File: config.mk
export PLATFORM = sky130hd
export DESIGN_NAME = alu_arbiter
export DESIGN_NICKNAME = d
export VERILOG_FILES = /design/src/rtl/alu_arbiter.sv
export SDC_FILE = /design/constraint.sdc
export NUM_CORES = 1
export LEC_CHECK = 0
export CORE_AREA = 2 2 136 138
export CTS_CLUSTER_DIAMETER = 150
export DETAILED_ROUTE_END_ITERATION = 6
export DIE_AREA = 0 0 138 140
export GPL_TIMING_DRIVEN = 0
export SYNTH_ARGS = -nofsm -noshare
export SYNTH_HDL_FRONTEND = slang
export SYNTH_SLANG_ARGS = --single-unit
File: constraint.sdc
create_clock -name CLK -period 2.1 [get_ports CLK]
set_input_delay 0.42 -clock CLK [delete_from_list [all_inputs] [get_ports CLK]]
set_output_delay 0.42 -clock CLK [all_outputs]
set_load 0.1 [all_outputs]
File: src/rtl/alu_arbiter.sv
// Round-robin valid/ready arbiter sharing one combinational Alu between two requesters.
// Holds a lock for division chains, owns the DI feedback register and registers results.
module alu_arbiter #(
  parameter int WIDTH    = 32,
  parameter int LOCK_MAX = 34
) (
  input  logic             CLK,
  input  logic             RST_N,
  input  logic             REQ_VALID0,
  input  logic             REQ_VALID1,
  output logic             REQ_READY0,
  output logic             REQ_READY1,
  input  logic [3:0]       REQ_INST0,
  input  logic [3:0]       REQ_INST1,
  input  logic [WIDTH-1:0] REQ_A0,
  input  logic [WIDTH-1:0] REQ_A1,
  input  logic [WIDTH-1:0] REQ_B0,
  input  logic [WIDTH-1:0] REQ_B1,
  input  logic             REQ_CI0,
  input  logic             REQ_CI1,
  input  logic             REQ_LOCK0,
  input  logic             REQ_LOCK1,
  output logic             RSP_VALID0,
  output logic             RSP_VALID1,
  output logic [WIDTH-1:0] RSP_Z,
  output logic [3:0]       RSP_FLAGS,
  output logic             LOCK_ERR,
  output logic [WIDTH-1:0] ALU_A,
  output logic [WIDTH-1:0] ALU_B,
  output logic [WIDTH-1:0] ALU_DI,
  output logic [3:0]       ALU_INST,
  output logic             ALU_CI,
  output logic             ALU_FIRST,
  input  logic [WIDTH-1:0] ALU_Z,
  input  logic [WIDTH-1:0] ALU_DO,
  input  logic [3:0]       ALU_FLAGS
);

  localparam int LCW = $clog2(LOCK_MAX + 1);
  localparam logic [LCW-1:0] LCNT_ONE = LCW'(1);
  localparam logic [LCW-1:0] LCNT_MAX = LCW'(LOCK_MAX);
  localparam logic [3:0] INST_DIV  = 4'd6;
  localparam logic [3:0] INST_ZERO = 4'd14;

  typedef enum logic [1:0] {
    UNLOCKED = 2'd0,
    LOCK0    = 2'd1,
    LOCK1    = 2'd2
  } state_t;

  state_t           r_state;
  logic             r_last;
  logic             r_chain;
  logic [WIDTH-1:0] r_di;
  logic [LCW-1:0]   r_lcnt;
  logic             r_rsp_valid0;
  logic             r_rsp_valid1;
  logic [WIDTH-1:0] r_rsp_z;
  logic [3:0]       r_rsp_flags;
  logic             r_lock_err;

  logic             w_gnt0;
  logic             w_gnt1;
  logic             w_xfer;
  logic             w_lock;
  logic [LCW-1:0]   w_lcnt_inc;
  logic             w_force;
  logic             w_keep_lock;

  // Grant selection: depends only on registered state and the VALIDs.
  always_comb begin
    w_gnt0 = 1'b0;
    w_gnt1 = 1'b0;
    case (r_state)
      UNLOCKED: begin
        w_gnt0 = REQ_VALID0 && (!REQ_VALID1 || r_last);
        w_gnt1 = REQ_VALID1 && (!REQ_VALID0 || !r_last);
      end
      LOCK0: begin
        w_gnt0 = REQ_VALID0;
        w_gnt1 = 1'b0;
      end
      LOCK1: begin
        w_gnt0 = 1'b0;
        w_gnt1 = REQ_VALID1;
      end
      default: begin
        w_gnt0 = 1'b0;
        w_gnt1 = 1'b0;
      end
    endcase
  end

  // Alu operand mux; an idle Alu is parked on the zero instruction.
  always_comb begin
    ALU_A    = '0;
    ALU_B    = '0;
    ALU_INST = INST_ZERO;
    ALU_CI   = 1'b0;
    w_lock   = 1'b0;
    if (w_gnt0) begin
      ALU_A    = REQ_A0;
      ALU_B    = REQ_B0;
      ALU_INST = REQ_INST0;
      ALU_CI   = REQ_CI0;
      w_lock   = REQ_LOCK0;
    end else if (w_gnt1) begin
      ALU_A    = REQ_A1;
      ALU_B    = REQ_B1;
      ALU_INST = REQ_INST1;
      ALU_CI   = REQ_CI1;
      w_lock   = REQ_LOCK1;
    end else begin
      ALU_A    = '0;
      ALU_B    = '0;
      ALU_INST = INST_ZERO;
      ALU_CI   = 1'b0;
      w_lock   = 1'b0;
    end
  end

  // Lock-beat count restarts at one when a lock is taken from UNLOCKED.
  always_comb begin
    if (r_state == UNLOCKED) begin
      w_lcnt_inc = LCNT_ONE;
    end else begin
      w_lcnt_inc = r_lcnt + LCNT_ONE;
    end
  end

  assign w_xfer      = w_gnt0 || w_gnt1;
  assign w_force     = w_xfer && w_lock && (w_lcnt_inc >= LCNT_MAX);
  assign w_keep_lock = w_lock && !w_force;

  assign REQ_READY0 = w_gnt0;
  assign REQ_READY1 = w_gnt1;
  assign ALU_DI     = r_di;
  assign ALU_FIRST  = (ALU_INST == INST_DIV) && !r_chain;

  // Arbitration state, lock counter and division feedback register.
  always_ff @(posedge CLK or negedge RST_N) begin
    if (!RST_N) begin
      r_state <= UNLOCKED;
      r_last  <= 1'b1;
      r_chain <= 1'b0;
      r_di    <= '0;
      r_lcnt  <= '0;
    end else if (w_xfer) begin
      r_last <= w_gnt1;
      if (ALU_INST == INST_DIV) begin
        r_di    <= ALU_DO;
        r_chain <= w_keep_lock;
      end else begin
        r_chain <= 1'b0;
      end
      if (w_keep_lock) begin
        r_state <= w_gnt1 ? LOCK1 : LOCK0;
        r_lcnt  <= w_lcnt_inc;
      end else begin
        r_state <= UNLOCKED;
        r_lcnt  <= '0;
      end
    end
  end

  // Registered response; Z and flags hold between transfers.
  always_ff @(posedge CLK or negedge RST_N) begin
    if (!RST_N) begin
      r_rsp_valid0 <= 1'b0;
      r_rsp_valid1 <= 1'b0;
      r_rsp_z      <= '0;
      r_rsp_flags  <= 4'd0;
      r_lock_err   <= 1'b0;
    end else begin
      r_rsp_valid0 <= w_gnt0;
      r_rsp_valid1 <= w_gnt1;
      r_lock_err   <= w_force;
      if (w_xfer) begin
        r_rsp_z     <= ALU_Z;
        r_rsp_flags <= ALU_FLAGS;
      end
    end
  end

  assign RSP_VALID0 = r_rsp_valid0;
  assign RSP_VALID1 = r_rsp_valid1;
  assign RSP_Z      = r_rsp_z;
  assign RSP_FLAGS  = r_rsp_flags;
  assign LOCK_ERR   = r_lock_err;

endmodule

==> summary.md <==
| Metric | Value |
|---|---|
| Hpwl dp | roughly 16,000 um |
| Fin crit period | between 2 and 2.5 ns |
| Top FF cell, synth | dfrtp_1 |
| Via count | about 4,500 |
| Worst-path maximum fanout | 11 |
| Slew headroom | 0.320 |
| Total wire length | 19,500 um |
| Depth of the worst register-to-register path | 8 |
| Core Region | around 18,000 um2 |
| Initial Util | 0.222 |
| Clock skew | 0.00389 ns |
| Worst-margin pin slew | 1.02 ns |
| Syn. warnings | 0 |
| Most frequent cells in the layout | clkdlybuf4s50_1 (208), nand2_1 (117), dfrtp_1 (80), dlygate4sd2_1 (73), a22o_4 (48) |
| Io pins | 355 |
| Failing checks | negative setup slack |
| Die area | about 19,000 um2 |
| Gr usage total | 0.198 |
| Vias in the first global route | just under 5,000 |
| Post-route setup slack | -0.288 ns |
| Clock Latency Late Sink | 0.33 ns |
| Port buffer count | 354 |
| Detailed Route Iter0 Violations | 123 |
| DR pass1 iterations | 4 |
| GP Congestion | a little under 1 |
| Async S/R FF share, synth | 1.00 |
| Fin. max-slew vios | 0 |
| Mapped Nets | 594 |
| Placed instance count | 965 |
| Critical path class | register to primary output |
| Initial antenna violation count | 5 |
| Post-synthesis sequential area ratio | 0.513 |
| Status | finished, violations left |
| Max-Cap Viols | 0 |
| Hold Path Class | input pin to async pin |
| Root Buffer | clkbuf_16 |
| Flops & latches, synth | slightly above 80 |
| WP data required | 1.68 ns |
| Post-synth EDFFs | 0 |
| Post-Synthesis Cells | 381 |
| CTS max path bufs | 2 |
| Clk slew on worst S/H paths | 0.06 ns |
| RSZ-0062 raised after global routing | true |
| First-pass GRT wire length | 29,300 um |
| # rows | 49 |
| Final Hold Viols | 0 |
| Largest net degree at the start of global routing | 42 |
| Synthesized cell area | 3960 um2 |
| Most common cell after layout, fill and taps aside | clkdlybuf4s50_1 |
| Die height | 140 um |
| Congestion Overflow GR | 0 |
| Synth unique cells | between 40 and 50 |
| Reg2Reg Capture Point | ALU_DI[22]$_DFFE_PN0P_ |
| Internal reg-to-reg setup slack | 0.09 ns |
| Sink Count | 81 |
| RR Startpoint | r_state[0]$_DFFE_PN0P_ |
| CP arrival | 1.97 ns |
| Design Area, Final | 9320 um2 |
| Area grow syn2layout | 136% |
| Layout cells sized above 1 | 0.312 |
| Fin crit share | 1.14 |
| CP startpoint kind | register |
| TritonCTS clock tree | done |
| Die W | 138 um |
| Hold buffers post-CTS | 0 |
| Setup crit end kind | primary output |
| Via density | roughly 4.5 |
| Setup violations, final | 70 |
| Routed len/inst | slightly below 20 um |
| # DRC | 0 |
| Synthesized area per cell | 10.4 um2 |
| CTS buffer count | 9 |
| Maximum clock frequency | 0.419 GHz |
| Area of placed instances | 8190 um2 |
| Non-filler cells, final | a little over 1,000 |
| Worst setup path startpoint | r_last$_DFFE_PN1P_ |
| Pre-CTS setup slack | -1.95 ns |
| Hold Slack | approximately 0.067 ns |
| ANT nets after route | 0 |
| # H-tree levels | 3 |
| Layout Nets | 980 |
## cell type report
cell class	count	area (um2)
Buffer	23	216
Sequential cell	81	2030
Inverter	4	22.5
Fill cell	1563	8460
Multi-Input combinational cell	270	2270
Clock inverter	4	76.3
Tap cell	229	287
Antenna cell	5	12.5
Clock buffer	12	246
Timing Repair Buffer	378	4170
## kinds of logic after synthesis
| kind of cell | Yosys count | synth area share |
|---|---|---|
| AOI/OAI and AO/OA | 90 | 0.196 |
| buffers and inverters | 30 | 0.0348 |
| adders and majority gates | 1 | 0.00316 |
| and+or+nand+nor | 146 | 0.159 |
| muxes | 33 | 0.0936 |
| DFF | 81 | 0.513 |
## how the worst max path moves through the flow
stage | end | slack (ns) | cells after the start
after floorplan | ALU_FIRST | -0.24 | 7
after global placement | ALU_DI[11]$_DFFE_PN0P_ | -2.26 | 1
after detailed placement | ALU_FIRST | -1.95 | 9
after CTS | ALU_FIRST | -0.32 | 8
after global routing | ALU_FIRST | -0.38 | 9
final | ALU_A[26] | -0.29 | 6
## layer usage
layer / wire, um / vias up / global-route usage
li1: - / 2142 / -
met1: 6810 / 2145 / 0.206
met2: 10300 / 204 / 0.361
met3: 1740 / 31 / 0.0766
met4: 608 / 0 / 0.0736
met5: 0 / - / 0
## Yosys cell counts, types with 3 or more instances
cell type,number,area (um2)
a21oi_1,3,15.0
mux2_1,3,33.8
buf_1,5,18.8
a32o_1,3,30.0
mux2_2,29,327
o22a_1,3,26.3
nand2_1,117,439
buf_6,3,33.8
clkbuf_1,16,60.1
nand3_1,3,15.0
a22o_1,68,596
nor2_1,9,33.8
dfrtp_1,80,2000
## worst max-delay path, stage by stage, from the launching register on
cell and delay, ns:
dfstp_2 0.53, nand3b_1 0.14, nand2_4 0.15, inv_6 0.06, clkbuf_4 0.23, a22o_4 0.29
buf_4 0.23
## registers in the layout, summed over array words and instances (netlist names)
register,cells
RSP_FLAGS,4
LOCK_ERR,1
ALU_DI,32
RSP_VALID0,1
r_state,2
r_last,1
r_lcnt,6
RSP_VALID1,1
r_chain,1
RSP_Z,32
## per-stage QoR
| step | util | TNS [ns] |
|---|---|---|
| after floorplan | - | -0.340 |
| final | 0.524 | -15.97 |
| after CTS | 0.518 | -15.90 |
| after detailed placement | 0.461 | -146.00 |
| after global placement | 0.460 | -316.22 |
| after global routing | 0.524 | -20.61 |
## timing repair
item,CTS,global route
setup endpoints to repair,176,116
endpoints found under the hold margin,0,0
cloned,3,0
pin swaps,19,7
gates resized for setup,698,27
setup buffers,13,7
Power is not shown: default switching activity piles up to over one toggle a cycle in this logic, so the estimate is an artifact.
==> variant 1: new RTL, config.mk and constraints unchanged <==
Put one more register stage on the output `RSP_FLAGS`, cleared by the reset. The value now appears one clock later. The other outputs are not delayed to match.
--- a/src/rtl/alu_arbiter.sv
+++ b/src/rtl/alu_arbiter.sv
@@ -185,7 +185,13 @@
   assign RSP_VALID0 = r_rsp_valid0;
   assign RSP_VALID1 = r_rsp_valid1;
   assign RSP_Z      = r_rsp_z;
-  assign RSP_FLAGS  = r_rsp_flags;
+  always_ff @(posedge CLK or negedge RST_N) begin
+    if (!RST_N) begin
+      RSP_FLAGS <= '0;
+    end else begin
+      RSP_FLAGS <= r_rsp_flags;
+    end
+  end
   assign LOCK_ERR   = r_lock_err;
 
 endmodule
Formal check against the unedited RTL: not equivalent (a bounded check fails within 4 cycles, from zero or initial values and one cycle with RST_N low).
==> variant 1 against the original RTL <==
The run ends with hold timing, setup timing left; wire length rose by 17%; setup slack got worse by 130 ps; synthesized area grew 12%; core utilization is 12 points higher; sequential share of layout area fell by 3.1 points; first-iteration DRC count up 92%; via count rose by 15%; sequential cell count increased by 4; worst hold slack lost 68 ps; final area increased by 23%; largest cell class unchanged; highest routed layer unchanged.
==> variant 1: results (changes against the original RTL) <==
| Metric | Value |
|---|---|
| Status | finished with violations |
| WL met1 | 8.56 mm (+26%) |
| Met2 wire len | 12.2 mm (+18%) |
| Total Routing Usage GR | 0.219 (+0.0211) |
| CLK BUF | 11 (-1) |
| Final nets | 1124 (+15%) |
| Worst rel slew slack | 0.325 (+0.00493) |
| Met3 usage | 0.0568 (-0.0198) |
| Setup Viol. Count Final | 72 (+2.9%) |
| Final clock-cell share | 0.0276 (-0.00705) |
| Number of library cell types mapped by synthesis | 39 (-7.1%) |
| Multi-input gates | 403 (+49%) |
| Met1 usage | 0.252 (+0.0461) |
| Worst reg-to-reg setup slack | 0 ps (-90 ps) |
| Critical path arrival | 2090 ps (+120 ps) |
| R2R depth | 7 (-1) |
| Sequential fraction of the synthesis area | 0.481 (-0.0316) |
| Number of non-clock buffers | 408 (+1.7%) |
| Crit path capture | ALU_A[15] |
| Share of post-route cells with drive strength above 1 | 0.373 (+0.0605) |
| DP Cell Count | 1110 (+15%) |
| Seq/total area | 0.186 (-0.0312) |
| Violated checks | hold timing, setup timing |
| Synth Area in Adders | 0.00283 (-0.000335) |
| Post-DP HPWL | 15.4 mm (-1.6%) |
| Setup_tns | -22610 ps (-6630 ps) |
| Syn nets | 739 (+24%) |
| Final hold violation count | 1 (+1) |
| Detailed Route WL | 22.9 mm (+17%) |
| GP Congestion | 0.840 (-13%) |
| Synth Area in Compound Gates | 0.0419 (-0.155) |
| Antenna violations before repair | 4 (-1) |
| P_leak | 0.00502 µW |
| Wire length per cell | 19.9 µm (+2.9%) |
| Area after DPL | 9060 µm² (+11%) |
| Vias in the first global route | 5420 (+10%) |
| Area of the multi-input gates | 3790 µm² (+67%) |
| Crit path max fanout | 6 (-5) |
| Clock buffer depth | 2 (unchanged) |
| DRT iter0 DRCs | 236 (+92%) |
| Clk sink count | 85 (+4.9%) |
| Non-clock buffer share | 0.426 (-0.0440) |
| Pre-CTS setup slack | -1980 ps (-29.4 ps) |
| Worst reg2reg path endpoint | ALU_DI[24]$_DFFE_PN0P_ |
| Hold Slack | -1.68 ps (-68.4 ps) |
| Final setup margin | -414 ps (-126 ps) |
| FILL cells | 1380 (-12%) |
| Met2 Usage GRT | 0.392 (+0.0307) |
variant 1: critical path, cell delays in order (launching register included):
cell,delay [ps]
dfrtp_2,420
or3b_4,460
nand2_8,120
clkbuf_16,180
buf_12,150
nand3_4,130
nand2_8,120
buf_12,170
variant 1: worst min path at each step:
stage                                    start                      to  slack [ps]  cells after the start
finish                                   RST_N   RSP_Z[26]$_DFFE_PN0P_          -2                      1
global route                             RST_N   RSP_Z[26]$_DFFE_PN0P_          20                      1
CTS                                      RST_N   RSP_Z[25]$_DFFE_PN0P_           2                      1
detailed placement                       RST_N   RSP_Z[26]$_DFFE_PN0P_         360                      1
global placement    r_rsp_flags[2]$_DFFE_PN0P_  RSP_FLAGS[2]$_DFF_PN0_         360                      0
floorplan                                RST_N   ALU_DI[0]$_DFFE_PN0P_         120                      0
variant 1: timing repair:
action / 4_1_cts / 5_1_grt
buffers inserted: 10 / 2
resized for setup: 917 / 47
cloned: 8 / 1
pin swaps: 33 / 26
endpoints found under the setup margin: 174 / 116
==> variant 2: new RTL, same flow settings <==
Without the edit above. Set the parameter `WIDTH` to 16 (it was 32).
--- a/src/rtl/alu_arbiter.sv
+++ b/src/rtl/alu_arbiter.sv
@@ -1,7 +1,7 @@
 // Round-robin valid/ready arbiter sharing one combinational Alu between two requesters.
 // Holds a lock for division chains, owns the DI feedback register and registers results.
 module alu_arbiter #(
-  parameter int WIDTH    = 32,
+  parameter int WIDTH    = 16,
   parameter int LOCK_MAX = 34
 ) (
   input  logic             CLK,
Ports: changed (10 resized); port bits go from 355 to 195. The function was not compared with the original's and may differ.
==> variant 2 against the original RTL <==
The run still ends with setup timing left; via count down 39%; register-to-register slack worse by 290 ps; final area down 38%; die area unchanged; wire length down 47%; clock skew up 1.8 ps; critical endpoint is now ALU_B[2]; sequential cell count down 32; setup slack better by 53 ps; synthesized area down 37%.
==> variant 2: results (changes against the original RTL) <==
| Metric | Value |
|---|---|
| Status | finished with violations |
| Violated checks | setup timing |
| First-pass GRT wire length | 16.4 mm (-44%) |
| Syn nets | 355 (-40%) |
| FILL cells | 1743 (+12%) |
| Via count | 2757 (-39%) |
| Met3 usage | 0.0503 (-0.0263) |
| Seq cells | 49 (-40%) |
| Postcts setup bufs | 18 (+5) |
| CLK BUF | 6 (-6) |
| Met1 usage | 0.102 (-0.104) |
| CP delay by family, top | simple AND/OR/NAND/NOR gates |
| Reg area | 1230 µm² (-39%) |
| Sequential fraction of the synthesis area | 0.489 (-0.0240) |
| Worst reg-to-reg setup slack | -200 ps (-290 ps) |
| Final setup margin | -235 ps (+52.9 ps) |
| Non-clock buffer share | 0.454 (-0.0162) |
| Crit path max fanout | 10 (-1) |
| Clock latency on the worst-skew pair | 290 ps (-40 ps) |
| Synth top area cells | dfrtp_1 (48%), a22o_1 (13%), nand2_1 (10%) |
| Multi-input combinational area share | 0.256 (+0.0124) |
| Total Routing Usage GR | 0.106 (-0.0915) |
| Worst Setup SP | r_state[0]$_DFFE_PN0P_ |
| Worst rel slew slack | 0.327 (+0.00653) |
| Number of non-clock buffers | 231 (-42%) |
| Skew final | 5.73 ps (+1.85 ps) |
| Ant. Diodes | 0 (-5) |
| Buffers on Ports | 194 (-45%) |
| CTS Buf Count | 5 (-4) |
| Crit path capture | ALU_B[2] |
| Setup Viol. Count Final | 48 (-31%) |
| Multi-input gates | 175 (-35%) |
| Final nets | 581 (-41%) |
| GP Congestion | 0.784 (-19%) |
| Inverters | 2 (-2) |
| Detailed Route WL | 10.3 mm (-47%) |
| Hold Slack | 137 ps (+70.2 ps) |
| Met2 Usage GRT | 0.207 (-0.154) |
| DRT iter0 DRCs | 49 (-60%) |
| R2R depth | 11 (+3) |
| Vias in the first global route | 3070 (-38%) |
| WL met3 | 1.08 mm (-38%) |
| Share of post-route cells with drive strength above 1 | 0.323 (+0.0104) |
| Top Layer Used | met4 |
| H-tree levels | 2 (-1) |
| Post-DP HPWL | 7.91 mm (-49%) |
| Largest net degree at the start of global routing | 27 (-36%) |
| Total net switching power | 5870 µW |
| Slowest stage delay, CP | 440 ps (-90 ps) |
| Synth cell count leaders | nand2_1 (70), dfrtp_1 (48), a22o_1 (37) |
| Tightest Hold Check Type | in -> async |
| Slowest CP cell | dfrtp_2 |
| Antenna violations before repair | 0 (-5) |
| Area after DPL | 4870 µm² (-41%) |
| Critical path arrival | 1920 ps (-50 ps) |
| Final clock-cell share | 0.0248 (-0.00985) |
| Number of cells upsized or downsized after cts | 427 (-39%) |
| Met2 wire len | 5.62 mm (-45%) |
## variant 2: per-stage QoR
| stage | setup TNS [ps] | cells | setup slack, ps | total power [µW] | utilization |
|---|---|---|---|---|---|
| after global routing | -11750 | 694 | -287 | 10400 | 0.327 |
| after detailed placement | -70270 | 662 | -1720 | 8250 | 0.274 |
| final | -8470 | 694 | -235 | 9990 | 0.327 |
| after floorplan | -693 | 238 | -108 | 6580 | - |
| after global placement | -110800 | 661 | -1710 | 8190 | 0.273 |
| after CTS | -8070 | 689 | -243 | 9890 | 0.319 |
## variant 2: cells by family (layout without fill, tap and decap cells)
| group | count (synthesis) | in the layout | synth area share |
|---|---|---|---|
| and+or+nand+nor | 103 | 103 | 0.205 |
| AOI/OAI and AO/OA | 54 | 54 | 0.185 |
| DFF | 49 | 49 | 0.489 |
| muxes | 16 | 16 | 0.0837 |
| buffers and inverters | 14 | 241 | 0.0289 |
| adders and majority gates | 1 | 1 | 0.00498 |
| xor gates and xnor gates | 1 | 1 | 0.00349 |
